## config.mk

```make
export PLATFORM = sky130hd
export DESIGN_NAME = posit_decode_pipe
export DESIGN_NICKNAME = d
export VERILOG_FILES = /design/src/rtl/posit_decode_pipe.sv
export SDC_FILE = /design/constraint.sdc
export NUM_CORES = 1
export LEC_CHECK = 0
export ABC_CLOCK_PERIOD_IN_PS = 8900
export BUFFER_PORTS_ARGS = -buffer_cell sky130_fd_sc_hd__buf_2
export CORE_MARGIN = 5
export CORE_UTILIZATION = 45
export CTS_BUF_LIST = sky130_fd_sc_hd__clkbuf_16
export DETAILED_ROUTE_END_ITERATION = 8
export GPL_ROUTABILITY_DRIVEN = 0
export PLACE_DENSITY_LB_ADDON = 0.2
export SLEW_MARGIN = 20
export SYNTH_ARGS = -nofsm -noshare
export SYNTH_HDL_FRONTEND = slang
export SYNTH_SLANG_ARGS = --single-unit
```

## constraint.sdc

```tcl
create_clock -name clk -period 8.9 [get_ports clk]
set_clock_uncertainty 0.05 [all_clocks]
set_input_delay 0 -clock clk [delete_from_list [all_inputs] [get_ports clk]]
set_output_delay 0 -clock clk [all_outputs]
set_load 0.005 [all_outputs]
```

## src/rtl/posit_decode_pipe.sv

```systemverilog
// Two-stage, multi-lane posit decoder with valid/ready handshake.
// Stage 1 finds sign, magnitude and regime run; stage 2 extracts k, exponent and mantissa.
module posit_decode_pipe #(
  parameter int N     = 16,
  parameter int ES    = 2,
  parameter int LANES = 2,
  parameter int RS    = $clog2(N)
) (
  input  logic                    clk,
  input  logic                    rst_n,
  input  logic                    flush,
  input  logic                    in_valid,
  output logic                    in_ready,
  input  logic [LANES*N-1:0]      in_data,
  output logic                    out_valid,
  input  logic                    out_ready,
  output logic [LANES-1:0]        out_sign,
  output logic [LANES*(RS+3)-1:0] out_k,
  output logic [LANES*ES-1:0]     out_exp,
  output logic [LANES*N-1:0]      out_mant,
  output logic [LANES-1:0]        out_zero,
  output logic [LANES-1:0]        out_nar
);

  localparam int KW = RS + 3;
  localparam int RW = N - 1;
  localparam logic [N-1:0]  NAR_WORD = {1'b1, {(N-1){1'b0}}};
  localparam logic [RS:0]   SH_ONE   = (RS+1)'(1);

  logic s1_valid;
  logic s2_adv;
  logic in_fire;

  assign s2_adv   = !out_valid || out_ready;
  assign in_ready = !s1_valid || s2_adv;
  assign in_fire  = in_valid && in_ready;

  // Stage 1 combinational decode: sign, |rem|, regime bit and run length
  logic [LANES-1:0]    d1_sign, d1_r0, d1_zero, d1_nar;
  logic [LANES*RW-1:0] d1_rem;
  logic [LANES*RS-1:0] d1_m;

  always_comb begin : s1_decode
    logic [N-1:0]  w;
    logic [RW-1:0] r;
    logic [RS-1:0] run;
    logic          done;
    d1_sign = '0;
    d1_r0   = '0;
    d1_zero = '0;
    d1_nar  = '0;
    d1_rem  = '0;
    d1_m    = '0;
    w       = '0;
    r       = '0;
    run     = '0;
    done    = 1'b0;
    for (int unsigned l = 0; l < LANES; l++) begin
      w    = in_data[l*N +: N];
      r    = w[N-1] ? (~w[N-2:0] + RW'(1)) : w[N-2:0];
      run  = '0;
      done = 1'b0;
      for (int unsigned j = 0; j < RW; j++) begin
        if (!done) begin
          if (r[RW-1-j] == r[RW-1]) run = run + RS'(1);
          else                      done = 1'b1;
        end
      end
      d1_sign[l]            = w[N-1];
      d1_rem[l*RW +: RW]    = r;
      d1_r0[l]              = r[RW-1];
      d1_m[l*RS +: RS]      = run;
      d1_zero[l]            = (w == '0);
      d1_nar[l]             = (w == NAR_WORD);
    end
  end

  logic [LANES-1:0]    s1_sign, s1_r0, s1_zero, s1_nar;
  logic [LANES*RW-1:0] s1_rem;
  logic [LANES*RS-1:0] s1_m;

  always_ff @(posedge clk or negedge rst_n) begin
    if (!rst_n) begin
      s1_valid <= 1'b0;
      s1_sign  <= '0;
      s1_r0    <= '0;
      s1_zero  <= '0;
      s1_nar   <= '0;
      s1_rem   <= '0;
      s1_m     <= '0;
    end else begin
      if (flush)        s1_valid <= 1'b0;
      else if (in_fire) s1_valid <= 1'b1;
      else if (s2_adv)  s1_valid <= 1'b0;
      if (in_fire) begin
        s1_sign <= d1_sign;
        s1_r0   <= d1_r0;
        s1_zero <= d1_zero;
        s1_nar  <= d1_nar;
        s1_rem  <= d1_rem;
        s1_m    <= d1_m;
      end
    end
  end

  // Stage 2: shifting past regime and terminator leaves exponent then fraction at the MSB;
  // a shift of N (no terminator) empties the body, giving exp=0 and a bare hidden bit.
  logic [LANES*KW-1:0] d2_k;
  logic [LANES*ES-1:0] d2_exp;
  logic [LANES*N-1:0]  d2_mant;

  always_comb begin : s2_fields
    logic [RW-1:0] body;
    logic [RS:0]   sh;
    logic [KW-1:0] mk;
    d2_k    = '0;
    d2_exp  = '0;
    d2_mant = '0;
    body    = '0;
    sh      = '0;
    mk      = '0;
    for (int unsigned l = 0; l < LANES; l++) begin
      sh   = {1'b0, s1_m[l*RS +: RS]} + SH_ONE;
      body = s1_rem[l*RW +: RW] << sh;
      mk   = {3'b000, s1_m[l*RS +: RS]};
      if (s1_zero[l] || s1_nar[l]) begin
        d2_k[l*KW +: KW]   = '0;
        d2_exp[l*ES +: ES] = '0;
        d2_mant[l*N +: N]  = '0;
      end else begin
        d2_k[l*KW +: KW]   = s1_r0[l] ? (mk - KW'(1)) : ('0 - mk);
        d2_exp[l*ES +: ES] = body[RW-1 -: ES];
        d2_mant[l*N +: N]  = {1'b1, body[RW-1-ES:0], {ES{1'b0}}};
      end
    end
  end

  always_ff @(posedge clk or negedge rst_n) begin
    if (!rst_n) begin
      out_valid <= 1'b0;
      out_sign  <= '0;
      out_k     <= '0;
      out_exp   <= '0;
      out_mant  <= '0;
      out_zero  <= '0;
      out_nar   <= '0;
    end else begin
      if (flush)       out_valid <= 1'b0;
      else if (s2_adv) out_valid <= s1_valid;
      if (s2_adv && s1_valid) begin
        out_sign <= s1_sign;
        out_k    <= d2_k;
        out_exp  <= d2_exp;
        out_mant <= d2_mant;
        out_zero <= s1_zero;
        out_nar  <= s1_nar;
      end
    end
  end

endmodule

```

==> key figures, run 1 <==
Clock network
  • TritonCTS clock tree: done
  • Clk buf depth: 2
  • Hold_buf cts: 7
  • Post-CTS Setup Repair Bufs: 0
  • CTS HTree Levels: 3
  • Clk slew on worst S/H paths: 60 ps
  • CTS Sinks: 94
  • Clk_lat worst skew: 340 ps
  • Root Buffer: clkbuf_16
  • Post_cts resized: 0
  • CTS Buf Count: 9

Worst setup path
  • Crit-path max cell delay: 590 ps
  • Worst Setup Path Type: input pin to flip-flop
  • Startpoint types: input pin
  • CP max FO: 9
  • CP endpoint kind: flip-flop
  • Cell mode on critical path: ha_1
  • Worst path slowest cell: or4b_1
  • CP Data Arrival Time: between 7000 and 8000 ps
  • WP data required: 9040 ps

Route
  • First DRT Iteration DRCs: ~430
  • Total Wirelength: around 18000 um
  • Detailed-route via count: ~6300
  • Detailed-route DRC error count: 0
  • First-pass DRT Iterations: 5
  • Via density: 5.61
  • Wire length per cell: 15.6 um
  • Antenna-violating nets left: 0

GRT
  • Vias in the first global route: 5905
  • Initial antenna violation count: 0
  • Largest net degree at the start of global routing: 80
  • First-pass GRT wire length: 30100 um
  • GR Util All Layers: 18.3%
  • GRT Residual Overflow: 0

Cells and area
  • Layout cells sized above 1: between 10% and 20%
  • Register area: 0.00235 mm^2
  • Filler cells: 1586
  • Multi-input logic area: 0.00472 mm^2
  • Synth-to-layout area growth: 11.2%
  • Finished Layout Cells: roughly 1100
  • Ant. Diodes: 0
  • Fin nets: 963
  • Post-route cell area: 0.00824 mm^2

Worst hold path
  • Hold Crit Class: input pin to flip-flop

Die
  • Core region area: 0.0163 mm^2
  • Initial core utilization: roughly 45%
  • # rows: 47
  • Die Height: about 140 um
  • Die area: roughly 0.019 mm^2
  • IO Pins: 95
  • Die X: 138 um

Synthesis
  • Asr flop ratio synth: 100%
  • Distinct cells, synth: 73
  • Seq cells post-synth: 94
  • Sequential fraction of the synthesis area: 31.8%
  • Post-Syn Area: 0.00741 mm^2
  • Post-synth top flop: dfrtp_1
  • Syn. warnings: 0
  • EDFF count, synth: 0
  • Post-Syn Instances: 849
  • Mean Syn Cell Area: 8.72 um^2

STA
  • Setup TNS: 0 ps
  • Worst-margin pin slew: roughly 1000 ps
  • Final worst-path cycle share: roughly 80%
  • Slew Viols, Final: 0
  • Worst hold slack: 41.2 ps
  • RSZ-0062 raised after global routing: no
  • Min Tclk post-route: about 7100 ps
  • Final setup viols: 0
  • Final hold vios: 0
  • Top achievable clock speed: 140 MHz
  • Max-slew headroom: 30.1%

Power
  • Power Density: 191 mW/mm^2
  • VDD IR max: 0.108 mV
  • Pleak: about 3.6 nW
  • Power consumption: 1.57 mW

Status
  • Outcome: complete, no violations

Place
  • Post-DP HPWL: 13500 um
  • Placed Area: 0.00791 mm^2
  • Input/output buffers: 90
  • Inst Count DP: 1108

Flow run
  • Max cap viols: 0
==> sequential cells by signal, summed over array words and instances (netlist names) <==
name	flops
s1_m	8
s1_zero	2
s1_nar	2
s1_valid	1
out_mant	28
out_nar	2
s1_r0	2
out_valid	1
s1_sign	2
out_k	10
s1_rem	28
out_zero	2
out_exp	4
out_sign	2
==> cells by family (layout without fill, tap and decap cells) <==
group	after synthesis	after routing	share of synthesized area (%)
other cells	1	4	0.0506
flops	94	94	31.8
fa+ha+maj	20	20	3.38
mux	54	54	9.14
buf+inv	78	136	4.76
simple gates	288	288	19.4
xor+xnor	76	76	8.99
compound gates	238	238	22.5
==> power breakdown <==
group	internal (mW)	switching [mW]	total (mW)	leakage [nW]
clock	0.184	0.152	0.336	0.124
sequential	0.518	0.0781	0.596	1.19
combinational	0.289	0.353	0.642	2.29
total	0.991	0.583	1.57	3.60
==> metrics by stage <==
| step | utilization [%] | setup WS (ps) |
|---|---|---|
| detailed placement | 48.4 | 2020 |
| finish | 50.4 | 1770 |
| CTS | 50.4 | 1820 |
| floorplan | - | 2990 |
| global route | 50.4 | 1230 |
| global placement | 48.4 | 2220 |
==> synth_stat cells, types with 12 or more instances <==
library cell    n  share of area [%]
nor2_1         53                2.7
xnor2_1        36                4.3
o21ai_0        58                3.9
nand2b_1       12                1.0
inv_1          18               0.91
ha_1           20                3.4
a22o_1         19                2.2
o31ai_1        15                1.5
mux2i_1        35                4.7
xor2_1         40                4.7
a21oi_1        48                3.2
nor3_1         20                1.4
dfrtp_1        94                 32
nand3_1        20                1.4
clkbuf_1       36                1.8
nand2_1       104                5.3
==> cell type report <==
| class | count | area share (%) |
|---|---|---|
| Multi-Input combinational cell | 680 | 57.3 |
| Sequential cell | 94 | 28.6 |
| Timing Repair Buffer | 103 | 6.90 |
| Tap cell | 220 | 3.34 |
| Clock buffer | 9 | 2.73 |
| Inverter | 18 | 0.820 |
| Clock inverter | 6 | 0.380 |
==> per-layer routing <==
layer | vias to the layer above | global-route usage, % | routed length (um)
met5 | - | 0 | 0
li1 | 3238 | - | -
met2 | 133 | 26.0 | 7300
met3 | 17 | 3.35 | 751
met4 | 0 | 5.15 | 236
met1 | 2955 | 28.3 | 9310
==> placed cells by master, fill, tap and decap left out, drive strengths merged, types with 12 or more instances in the layout <==
cell / n
a21oi: 48
xor2: 40
a22o: 19
nand2b: 12
nand3: 20
nor2: 53
buf: 96
nor3: 20
mux2i: 35
o31ai: 15
xnor2: 36
inv: 19
dfrtp: 94
ha: 20
nand2: 104
o21ai: 60
==> critical path, delay by kind of cell <==
family | cells | cell delay [ps]
AO/OA/AOI/OAI | 12 | 2430
adder cells (fa/ha/maj) | 6 | 1670
buffers and inverters | 4 | 840
XOR/XNOR | 3 | 440
AND/OR/NAND/NOR | 8 | 1880
==> worst paths after layout <==
| path | startpoint | endpoint | slack [ps] | cells past startpoint |
|---|---|---|---|---|
| hold / removal | in_data[31] | s1_sign[1] | 40 | 3 |
| max in group asynchronous | rst_n | out_mant[13] | 7600 | 3 |
| hold reg to reg | out_mant[9] | out_mant[9] | 420 | 2 |
| min in group asynchronous | rst_n | s1_rem[27] | 100 | 2 |
| setup / recovery | in_data[0] | s1_m[2] | 1770 | 33 |
| setup reg to reg | out_valid | out_mant[21] | 5860 | 7 |
No activity file was read; power rests on OpenSTA's default activity.
==> inputs of run 2 (changes only) <==
- ABC_CLOCK_PERIOD_IN_PS: 8900 -> 6100
- clock period: 8.9 -> 6.1 ns (I/O delays scaled with it)
==> run 2 against run 1 <==
Net effect: critical path depth is the same; sequential power up 46%; routed wire length rose by 3.3%; sequential share of layout area down 1.5 points; cell count increased by 4.2%; clock power is 48% higher; non-clock buffer count is 46 higher; global-route usage grew 0.40 points; die area is the same; first-iteration DRC count grew 4.4%; core utilization rose by 2.7 points; critical path type unchanged; largest power group unchanged.
==> key figures, run 2 (synthesis gave the netlist of run 1 again) <==
Worst setup path
  • Worst Reg-to-Reg Cells: 6 (-1)
  • CP max FO: 9 (unchanged)
  • WP data required: 6310 ps (-2730 ps)
  • Startpoint types: input pin
  • Critical path origin: in_data[17]
  • End of the critical path: s1_m[6]
  • Setup slack, reg-to-reg: 3080 ps (-2780 ps)
  • Cell mode on critical path: ha_1
  • R2R Path Start: s1_m[4]
  • Reg2reg end: out_mant[27]
  • CP endpoint kind: flip-flop
  • Crit-path max cell delay: 540 ps (-50 ps)
  • Worst Setup Path Type: input pin to flip-flop
  • Worst path slowest cell: or4b_4
  • CP Data Arrival Time: 5890 ps (-1390 ps)

Place
  • Placed Area: 0.00826 mm^2 (+4.5%)
  • Post-DP HPWL: 13800 um (+2.3%)
  • Input/output buffers: 90 (unchanged)

STA
  • Worst-margin pin slew: 1040 ps (+2.15 ps)
  • Min Tclk post-route: 5680 ps
  • Top achievable clock speed: 176 MHz
  • Final setup viols: 0 (unchanged)
  • Slew Viols, Final: 0 (unchanged)
  • Final hold vios: 0 (unchanged)
  • Final worst-path cycle share: 93.1%
  • Max-slew headroom: 30.0% (-0.14 points)

GRT
  • First-pass GRT wire length: 30900 um (+2.6%)
  • Initial antenna violation count: 0 (unchanged)
  • Largest net degree at the start of global routing: 80 (unchanged)
  • GR Util All Layers: 18.7% (+0.40 points)
  • Vias in the first global route: 6101 (+3.3%)
  • GRT Residual Overflow: 0 (unchanged)

Die
  • Die X: 138 um (unchanged)
  • IO Pins: 95 (unchanged)
  • Initial core utilization: 45.3% (unchanged)
  • # rows: 47 (unchanged)
  • Die area: 0.0191 mm^2 (unchanged)
  • Die Height: 138 um (unchanged)
  • Core region area: 0.0163 mm^2 (unchanged)

Clock network
  • Clk buf depth: 2 (unchanged)
  • Clk slew on worst S/H paths: 70 ps (about the same)
  • CTS Buf Count: 9 (unchanged)
  • Root Buffer: clkbuf_16
  • CTS Sinks: 94 (unchanged)
  • CTS HTree Levels: 3 (unchanged)
  • Clk_lat worst skew: 340 ps (about the same)
  • TritonCTS clock tree: done

Power
  • Power Density: 271 mW/mm^2 (+42%)
  • VDD IR max: 0.136 mV (+25%)
  • Pleak: 3.88 nW (+7.6%)
  • Power consumption: 2.36 mW (+50%)

Route
  • First-pass DRT Iterations: 5 (unchanged)
  • Via density: 5.60 (-0.19%)
  • Total Wirelength: 18200 um (+3.3%)
  • First DRT Iteration DRCs: 447 (+4.4%)
  • Wire length per cell: 15.4 um (-0.81%)
  • Antenna-violating nets left: 0 (unchanged)
  • Detailed-route DRC error count: 0 (unchanged)
  • Detailed-route via count: 6594 (+4.0%)

Cells and area
  • Layout cells sized above 1: 21.8% (+5.7 points)
  • Fin nets: 1009 (+4.8%)
  • Regs by FF count: out_mant x28, s1_rem x28, out_k x10
  • Ant. Diodes: 0 (unchanged)
  • Most common cell after layout, fill and taps aside: nand2_1
  • Commonest cells after routing, fill and taps aside: nand2_1 (103), dfrtp_1 (94), buf_2 (89)
  • Multi-input logic area: 0.00481 mm^2 (+2.1%)
  • Filler cells: 1580 (-0.38%)
  • Post-route cell area: 0.00868 mm^2 (+5.4%)
  • Synth-to-layout area growth: 17.3%
  • Register area: 0.00235 mm^2 (unchanged)

Worst hold path
  • Hold Crit Class: input pin to flip-flop
  • Worst Min Path Start: in_data[14]

Flow run
  • Max cap viols: 0 (unchanged)

Status
  • Outcome: complete, no violations
==> run 2: cell count changes in the layout (fill, tap and decap cells not counted), sizes merged <==
cell and change:
inv -1, buf +48, dlygate4sd3 -2, clkinv +2
==> run 2: stage by stage <==
step	instances	hold slack, ps	util (%)	setup WS, ps	setup TNS (ps)
3_5_place_dp	1155	-134	50.5	-35.3	-35.3
5_1_grt	1177	75.6	53.1	-30.9	-30.9
4_1_cts	1176	13.1	52.5	292	0
6_report	1177	24.9	53.1	422	0
2_1_floorplan	852	-346	-	186	0
3_3_place_gp	1155	-134	50.5	90.9	0
==> run 2: area by class of cell <==
cell class	instances	share of cell area (%)
Clock buffer	9	2.59
Clock inverter	7	0.475
Inverter	18	0.778
Multi-Input combinational cell	680	55.4
Sequential cell	94	27.1
Tap cell	220	3.17
Timing Repair Buffer	149	10.5
==> run 2: layer usage <==
metal / up-vias / GRT usage [%] / share of wire [%]
met5: - / 0 / 0
met4: 0 / 5.36 / 1.3
met3: 16 / 2.59 / 4.7
met2: 175 / 26.7 / 42
met1: 3067 / 29.3 / 52
li1: 3336 / - / -
==> run 2: critical path: cells and delay by family <==
kind / cells / cell delay, ps
AO/OA/AOI/OAI: 9 / 1490
XOR/XNOR: 3 / 540
buffers and inverters: 3 / 400
adder cells (fa/ha/maj): 6 / 1470
multiplexers: 1 / 270
AND/OR/NAND/NOR: 11 / 1720
==> run 2: worst min-delay path by stage <==
stage	endpoint	slack, ps	cells past startpoint
6_report	s1_zero[0]	20	3
2_1_floorplan	out_exp[0]	-350	0
4_1_cts	s1_zero[0]	10	3
3_3_place_gp	s1_rem[26]	-130	1
3_5_place_dp	s1_rem[26]	-130	1
5_1_grt	s1_rem[28]	80	2
==> run 2: power breakdown <==
part / total [mW] / internal (mW) / switching (mW)
sequential: 0.869 / 0.756 / 0.113
clock: 0.498 / 0.272 / 0.226
combinational: 0.988 / 0.461 / 0.527
total: 2.36 / 1.49 / 0.866
==> run 2: timing repair <==
action	CTS	global route
hold buffers	5	0
endpoints found under the hold margin	25	0
setup buffers	0	1
gates resized for setup	0	15
setup endpoints to repair	0	4
